### config.mk
export PLATFORM = sky130hd
export DESIGN_NAME = program_loader
export DESIGN_NICKNAME = d
export VERILOG_FILES = /design/src/rtl/program_loader.sv
export SDC_FILE = /design/constraint.sdc
export NUM_CORES = 1
export LEC_CHECK = 0
export CAP_MARGIN = 20
export CORE_ASPECT_RATIO = 0.75
export CORE_MARGIN = 5
export CORE_UTILIZATION = 46
export DETAILED_ROUTE_END_ITERATION = 8
export GPL_TIMING_DRIVEN = 0
export PLACE_DENSITY = 0.76
export SYNTH_ARGS = -nofsm -noshare
export SYNTH_HDL_FRONTEND = slang
export SYNTH_SLANG_ARGS = --single-unit
### constraint.sdc
create_clock -name clk -period 1.3 [get_ports clk]
set_input_delay 0.195 -clock clk [delete_from_list [all_inputs] [get_ports clk]]
set_output_delay 0.195 -clock clk [all_outputs]
set_load 0.1 [all_outputs]
### src/rtl/program_loader.sv
// program_loader: writer side of the CPU instruction stream.
// Packs an incoming byte stream big-endian into 32-bit words and writes them
// to consecutive instruction-memory word addresses. It holds the CPU stopped
// until a halt word (op 6'b111111) has been written or memory is full.
//
// Optional feature macro: CHECKSUM_EN. When defined, a trailing checksum byte
// (XOR of all program bytes) is checked before the CPU is released.
//
// Ports:
//   clk, rst_n       clock, synchronous active-low reset
//   rx_data/valid    incoming program byte and its valid
//   rx_ready         byte accepted this cycle when rx_valid is also high
//   reload           restart a load (honoured in RUN/ERR only)
//   im_we/addr/wdata instruction-memory write port (1-cycle write pulse)
//   word_cnt         words written since the last load start
//   cpu_run          CPU may fetch/execute
//   load_done        load finished successfully
//   err              checksum failure (tied 0 without CHECKSUM_EN)
module program_loader #(
  parameter int unsigned IM_AW = 8
) (
  input  logic             clk,
  input  logic             rst_n,
  input  logic [7:0]       rx_data,
  input  logic             rx_valid,
  output logic             rx_ready,
  input  logic             reload,
  output logic             im_we,
  output logic [IM_AW-1:0] im_addr,
  output logic [31:0]      im_wdata,
  output logic [IM_AW:0]   word_cnt,
  output logic             cpu_run,
  output logic             load_done,
  output logic             err
);

  typedef enum logic [2:0] {
    S_LOAD  = 3'd0,
    S_WRITE = 3'd1,
    S_RUN   = 3'd2,
    S_CHK   = 3'd3,
    S_ERR   = 3'd4
  } state_t;

  state_t      state;
  logic [1:0]  byte_idx;
  logic [23:0] word_buf;
  logic        accept_c;
  logic        halt_c;
  logic        full_c;

  assign accept_c = rx_valid & rx_ready;
  assign halt_c   = (im_wdata[31:26] == 6'b111111);
  // Last address reached: the write in progress fills the final slot.
  assign full_c   = &word_cnt[IM_AW-1:0];

`ifdef CHECKSUM_EN
  logic [7:0] xor_acc;
`else
  assign err = 1'b0;
`endif

  // Loader state machine; all outputs registered alongside the state.
  always_ff @(posedge clk) begin
    if (!rst_n) begin
      state     <= S_LOAD;
      byte_idx  <= 2'd0;
      word_buf  <= 24'd0;
      rx_ready  <= 1'b1;
      im_we     <= 1'b0;
      im_addr   <= '0;
      im_wdata  <= 32'd0;
      word_cnt  <= '0;
      cpu_run   <= 1'b0;
      load_done <= 1'b0;
`ifdef CHECKSUM_EN
      xor_acc   <= 8'd0;
      err       <= 1'b0;
`endif
    end else begin
      im_we <= 1'b0;
      case (state)
        S_LOAD: begin
          if (accept_c) begin
            byte_idx <= byte_idx + 2'd1;
            word_buf <= {word_buf[15:0], rx_data};
`ifdef CHECKSUM_EN
            xor_acc  <= xor_acc ^ rx_data;
`endif
            // Fourth byte completes the word: present it on the write port now.
            if (byte_idx == 2'd3) begin
              state    <= S_WRITE;
              rx_ready <= 1'b0;
              im_we    <= 1'b1;
              im_addr  <= word_cnt[IM_AW-1:0];
              im_wdata <= {word_buf, rx_data};
            end
          end
        end

        S_WRITE: begin
          word_cnt <= word_cnt + (IM_AW+1)'(1);
          if (halt_c || full_c) begin
`ifdef CHECKSUM_EN
            state    <= S_CHK;
            rx_ready <= 1'b1;
`else
            state     <= S_RUN;
            cpu_run   <= 1'b1;
            load_done <= 1'b1;
`endif
          end else begin
            state    <= S_LOAD;
            rx_ready <= 1'b1;
          end
        end

        S_RUN: begin
          if (reload) begin
            state     <= S_LOAD;
            byte_idx  <= 2'd0;
            word_cnt  <= '0;
            rx_ready  <= 1'b1;
            cpu_run   <= 1'b0;
            load_done <= 1'b0;
`ifdef CHECKSUM_EN
            xor_acc   <= 8'd0;
`endif
          end
        end

`ifdef CHECKSUM_EN
        S_CHK: begin
          if (accept_c) begin
            rx_ready <= 1'b0;
            if (rx_data == xor_acc) begin
              state     <= S_RUN;
              cpu_run   <= 1'b1;
              load_done <= 1'b1;
            end else begin
              state <= S_ERR;
              err   <= 1'b1;
            end
          end
        end

        S_ERR: begin
          if (reload) begin
            state     <= S_LOAD;
            byte_idx  <= 2'd0;
            word_cnt  <= '0;
            rx_ready  <= 1'b1;
            cpu_run   <= 1'b0;
            load_done <= 1'b0;
            xor_acc   <= 8'd0;
            err       <= 1'b0;
          end
        end
`endif

        default: begin
          state    <= S_LOAD;
          byte_idx <= 2'd0;
          rx_ready <= 1'b1;
        end
      endcase
    end
  end

endmodule

==> out/metrics.csv <==
stage,metric,value,unit
min_path,min-delay src,im_wdata[19]$_SDFFE_PN0P_,
drt,TritonRoute pass-1 iters,5,
status,status,"finished, violations left",
synth,syn_nets,390,
setup_path,CP required,1580,ps
min_path,Hold Crit Class,reg2reg,
timing,Final Critical Period,1376,ps
status,violations in the final reports,setup timing,
timing,final-report hold violation count,0,
setup_path,endpoint class of the critical path,register,
timing,setup ws final,-76.26,ps
setup_path,CP arrival,1660,ps
setup_path,Critical Path Start,byte_idx[0]$_SDFFE_PN0P_,
power,PwrDens,1023,nW/um^2
drt,final WL,10650,um
floorplanning,Die Ht,82.44,um
global_route,pin count of the biggest net entering global routing,15,
drt,Iteration-0 DRC Markers,197,
drt,DRC viols,0,
layout,fill count,453,
timing,Tcrit/Tclk final,1.059,
synth,sequential area share after synthesis,0.4977,
global_route,number of global-route vias before repair,3164,
flow_run,max_cap viols,0,
clock_network,H-Tree Level Count,3,
synth,post-synthesis cell type count,41,
synth,"flops & latches, synth",80,
timing,clk_skew,10.71,ps
placed_design,GP Congestion,0.8761,
layout,share of layout cells above drive strength 1,0.5744,
floorplanning,die area,8786,sq um
timing,count of final max-slew check failures,0,
global_route,"Remaining Overflow, GRT",0,
placed_design,DP Area,4262,sq um
timing,setup violators final,49,
clock_network,TritonCTS clock tree,yes,
placed_design,hpwl dp,6355,um
setup_path,CP Class,reg2reg,
timing,Sum Neg Setup Slack,-1244,ps
layout,Layout area overhead,58.79,%
layout,nets,493,
timing,Tightest Pin Transition,673.3,ps
setup_path,CP Max Fanout,10,
setup_path,flop2flop setup slack,-80,ps
setup_path,FF-to-FF Start,byte_idx[0]$_SDFFE_PN0P_,
drt,drt wl/cell,18.75,um
clock_network,CTS Buf Count,9,
clock_network,clk slew on worst S/H paths,90,ps
synth,Syn Inst Count,376,
floorplanning,boundary pin count,66,
clock_network,worst skew pair latency,370,ps
floorplanning,row count,26,
clock_network,CTS Sinks,80,
clock_network,root buffer cell,clkbuf_8,
layout,"commonest non-fill, non-tap cells in the layout","buf_4, a21oi_1, nand2_1",
drt,drt via density,5.875,
timing,Slew headroom,0.5512,
power,leak pwr,1.895,nW
clock_network,CTS max path bufs,2,
placed_design,IO buf count,64,
layout,design area,5110,sq um
floorplanning,Core ar.,6799,sq um
power,VDD IR max,0.0006477,V
floorplanning,Chip Width,106.6,um
layout,# diodes,0,
drt,ANT nets after route,0,
global_route,Total GRT Usage,0.2213,
synth,synthesized area,3218,sq um
layout,"commonest non-fill, non-tap cell in the layout",buf_4,
setup_path,Worst setup SP type,register,
synth,"Avg Cell Area, Syn",8.559,sq um
timing,Peak Freq,0.7266,GHz
power,Design Power,5.226,mW
drt,vias post-DR,3337,
global_route,first-pass GRT wire length,15410,um
timing,unrepaired setup endpoints after global routing,yes,
global_route,antenna violations before repair,0,
synth,Ys Warns,0,
floorplanning,Initial Util,0.4733,
-- worst max-delay path, stage by stage, from the launching register on --
cell and delay, ps:
dfxtp_2 370, ha_4 200, clkinvlp_4 110, buf_12 160, buf_12 140, buf_4 130
nor3_2 170
-- per-stage QoR --
step / std cells / worst slack (ps) / util / hold slack (ps)
after global routing: 568 / -97.53 / 0.7516 / 450.0
after CTS: 554 / -111.8 / 0.6765 / 448.8
after global placement: 524 / -432.1 / 0.6268 / 449.1
after floorplan: 376 / -79.12 / - / 331.0
after detailed placement: 524 / -460.7 / 0.6268 / 458.5
final: 568 / -76.26 / 0.7516 / 460.7
-- where the power goes --
group          switching, mW  internal, mW  leakage [nW]
logic                  0.326         0.237          1.10
clock network          0.972          1.20         0.122
registers             0.0360          2.45         0.674
total                   1.33          3.89          1.90
-- registers in the layout, summed over array words and instances (netlist names) --
name / flops
load_done: 1
rx_ready: 1
im_we: 1
state: 2
im_wdata: 32
word_cnt: 9
word_buf: 24
byte_idx: 2
im_addr: 8
-- repair_timing --
action,CTS,global route
resized for setup,380,113
gates cloned,4,6
pin swaps,9,28
setup endpoints to repair,120,74
hold buffers,0,0
buffers inserted,12,10
-- Yosys cell counts --
library cell  count  area share
dfxtp_1          80        0.50
a21oi_1          71        0.11
nand2_1          54       0.063
nand3_1          44       0.068
o21ai_0          37       0.058
clkbuf_1         17       0.020
buf_4             8       0.019
buf_6             6       0.021
o21ai_1           5      0.0078
buf_1             3      0.0035
mux2i_1           3      0.0093
nand2b_1          3      0.0058
nand3b_1          3      0.0070
nor3_2            3      0.0093
nor3b_1           3      0.0070
o211ai_1          3      0.0070
or3_1             3      0.0058
and4_1            2      0.0054
ha_1              2      0.0078
inv_1             2      0.0023
nor2_1            2      0.0023
o21a_1            2      0.0047
o31a_1            2      0.0054
a2111oi_2         1      0.0047
a211oi_1          1      0.0023
a41oi_1           1      0.0027
and2_1            1      0.0019
and3b_1           1      0.0027
and4b_1           1      0.0031
and4bb_1          1      0.0039
buf_2             1      0.0016
conb_1            1      0.0012
inv_2             1      0.0012
nand4b_1          1      0.0027
nand4b_4          1      0.0074
nand4bb_1         1      0.0035
nand4bb_2         1      0.0051
nor2b_1           1      0.0019
nor3_1            1      0.0016
o311ai_1          1      0.0027
xnor2_1           1      0.0027
-- area by class of cell --
cell class                 count  area, sq um  share of cell area
buffer                        33        317.8             0.06219
clock inverter                 6        88.84             0.01738
timing repair buffer          93        879.6              0.1721
sequential                    80         1695              0.3318
multi-input combinational    259         1859              0.3639
inverter                       3        15.01            0.002938
clock buffer                  10        148.9             0.02914
tap                           84        105.1             0.02057
-- cells by family (layout without fill, tap and decap cells) --
group,count (synthesis),in the layout,share of synthesized area
and+or+nand+nor,127,128,0.2080
AOI/OAI and AO/OA,124,124,0.2053
adders and majority gates,2,2,0.007775
other,1,1,0.001165
DFF,80,80,0.4977
buffers and inverters,38,145,0.06804
muxes,3,3,0.009332
xor gates and xnor gates,1,1,0.002722
-- layer usage --
metal,vias to the layer above,GRT usage,share of wire
met2,147,0.3562,0.47
met1,1622,0.2810,0.44
met4,0,0.07024,0.017
li1,1541,-,-
met5,-,0,0
met3,27,0.07848,0.070
-- worst paths after layout --
check,end,depth (start not counted)
setup reg to reg,state[0]$_SDFFE_PN0P_,6
hold / removal,im_wdata[19]$_SDFFE_PN0P_,2
setup / recovery,state[0]$_SDFFE_PN0P_,6
hold reg to reg,im_wdata[19]$_SDFFE_PN0P_,2
(Power assumes the default switching activity.)
==> edit: new RTL, same settings <==
`IM_AW`: 8 -> 6.
--- a/src/rtl/program_loader.sv
+++ b/src/rtl/program_loader.sv
@@ -17,7 +17,7 @@
 //   load_done        load finished successfully
 //   err              checksum failure (tied 0 without CHECKSUM_EN)
 module program_loader #(
-  parameter int unsigned IM_AW = 8
+  parameter int unsigned IM_AW = 6
 ) (
   input  logic             clk,
   input  logic             rst_n,
Ports: changed (resized im_addr and word_cnt); port bits go from 66 to 62. No check against the original RTL was run, so the function may have changed too.
==> edit against the original RTL <==
- the flow still finishes with violations (setup timing)
- wire length down 24%
- final area down 19%
- synthesized area down 8.6%
- clock skew down 0.0067 ns
- sequential cell count down 4
- worst setup slack worse by 0.038 ns
- die area down 7.7%
- count of clock-buffer cells in the layout unchanged
- first-iteration DRC count unchanged
- sequential share of layout area up 5.6 points
- hold slack worse by 0.025 ns
- critical path type unchanged
Power is not compared: it rests on default switching activity, and its combinational part moved more than twofold at a synthesized area within 25%.
==> edit: results (changes against the original RTL) <==
Synth top cells by count dfxtp_1 (76), a21oi_1 (70), nand2_1 (52); first-pass GRT wire length 13.2 mm (-15%); clk_skew 0.00402 ns (-0.00668 ns); initial antenna violation count 0 (unchanged); Port-buffer cells 60 (-6.3%); gpl congestion 0.824 (-6.0%); total wire length 8.09 mm (-24%); Leak 1.53 nW; clk buf depth 2 (unchanged); Worst Path Max Fanout 8 (-2); biggest regs im_wdata x32, word_buf x24, word_cnt x7; drt pass-1 iters 4 (-1); setup ws final -0.115 ns (-0.0382 ns); Root Buffer clkbuf_8; Critical Path AT 1.69 ns (+0.03 ns); initial DRC count 197 (unchanged); Synth warnings 0 (unchanged); CTS Sinks 76 (-5.0%); register area share after synthesis 0.517 (+0.0193); type of the most critical hold path in -> reg; Setup Slack @ Placement -0.509 ns (-0.0486 ns); largest net degree at the start of global routing 13 (-2); share of layout cells above drive strength 1 0.382 (-0.193); Placed Cells 493 (-5.9%); post-synthesis cell type count 35 (-15%); peak supply drop 0.581 mV; Avg Cell Area, Syn 8.36 µm² (-2.3%); Clock Pin Slew Worst Setup and Hold Paths 0.07 ns (-0.02 ns); Slew @ Worst Pin 0.565 ns (-0.109 ns); ys flop type dfxtp_1; Final HPWL DP 5.43 mm (-14%); Post-layout nets 449 (-8.9%); Area contributors post-synth dfxtp_1 (52%), a21oi_1 (12%), nand3_1 (7.3%); H-Tree Depth 3 (unchanged); fillers 532 (+17%); Post-Route Setup TNS -3.28 ns (-2.04 ns); insertion delay to the later sink of the worst-skew pair 0.35 ns (-0.02 ns); non-filler cells, final 521 (-8.3%); Routed Antenna Nets 0 (unchanged); Num CTS Buffers 9 (unchanged); Vias/cell 5.49 (-6.5%); ant diodes 0 (unchanged); GRT Resource Usage Total 0.207 (-0.0147); violated checks setup timing; number of global-route vias before repair 2694 (-15%); ys async rst share 0 (unchanged); status complete, but fails checks; syn nets 366 (-6.2%); final setup violating endpoints 62 (+27%)
edit: final cells by class:
type	instances	share of cell area
inverter	4	0.00363
buffer	33	0.0523
clock buffer	10	0.0333
tap	81	0.0245
clock inverter	6	0.0245
multi-input combinational	238	0.327
timing repair buffer	73	0.147
sequential	76	0.388
edit: timing repair:
action,CTS,global route
setup buffers,11,1
resized for setup,295,53
endpoints found under the setup margin,115,94
pin swaps,8,8
cloned,1,0
edit: kinds of logic after synthesis:
family | share of synthesized area
AOI/OAI and AO/OA | 0.211
and+or+nand+nor | 0.190
DFF | 0.517
buffers and inverters | 0.0650
adders and majority gates | 0.00850
other | 0.00127
xor gates and xnor gates | 0.00298
muxes | 0.00340
edit: worst paths after layout:
path,startpoint,cells after the start,end
worst max-delay path,state[1],6,im_wdata[26]
worst min-delay path,rx_data[0],3,word_buf[0]
worst max register to register,state[1],6,im_wdata[26]
worst min register to register,word_buf[21],2,word_buf[21]
edit: per-layer routing:
layer / global-route usage / routed length [µm] / vias up
met4: 0.0511 / 87 / 0
met1: 0.289 / 3850 / 1379
met2: 0.313 / 3690 / 83
met3: 0.0606 / 463 / 7
li1: - / - / 1392
met5: 0 / 0 / -
edit: power breakdown:
group          switching, mW  leakage (nW)  internal [mW]  total, mW
clock                  0.825         0.119           1.31       2.13
sequential            0.0283         0.641           2.34       2.37
combinational          0.175         0.766         0.0988      0.273
total                   1.03          1.53           3.75       4.77
edit: worst max-delay path, stage by stage (launching register included):
cell and delay, ns:
dfxtp_2 0.33, buf_6 0.13, nor4bb_4 0.35, buf_6 0.17, buf_6 0.12, nand3_2 0.08
a21oi_2 0.14
edit: per-stage QoR:
step	util	area (µm²)	hold slack (ns)
after floorplan	-	3060	0.273
after global placement	0.601	3760	0.448
after detailed placement	0.601	3760	0.451
after CTS	0.636	3980	0.425
after global routing	0.662	4140	0.443
final	0.662	4140	0.436
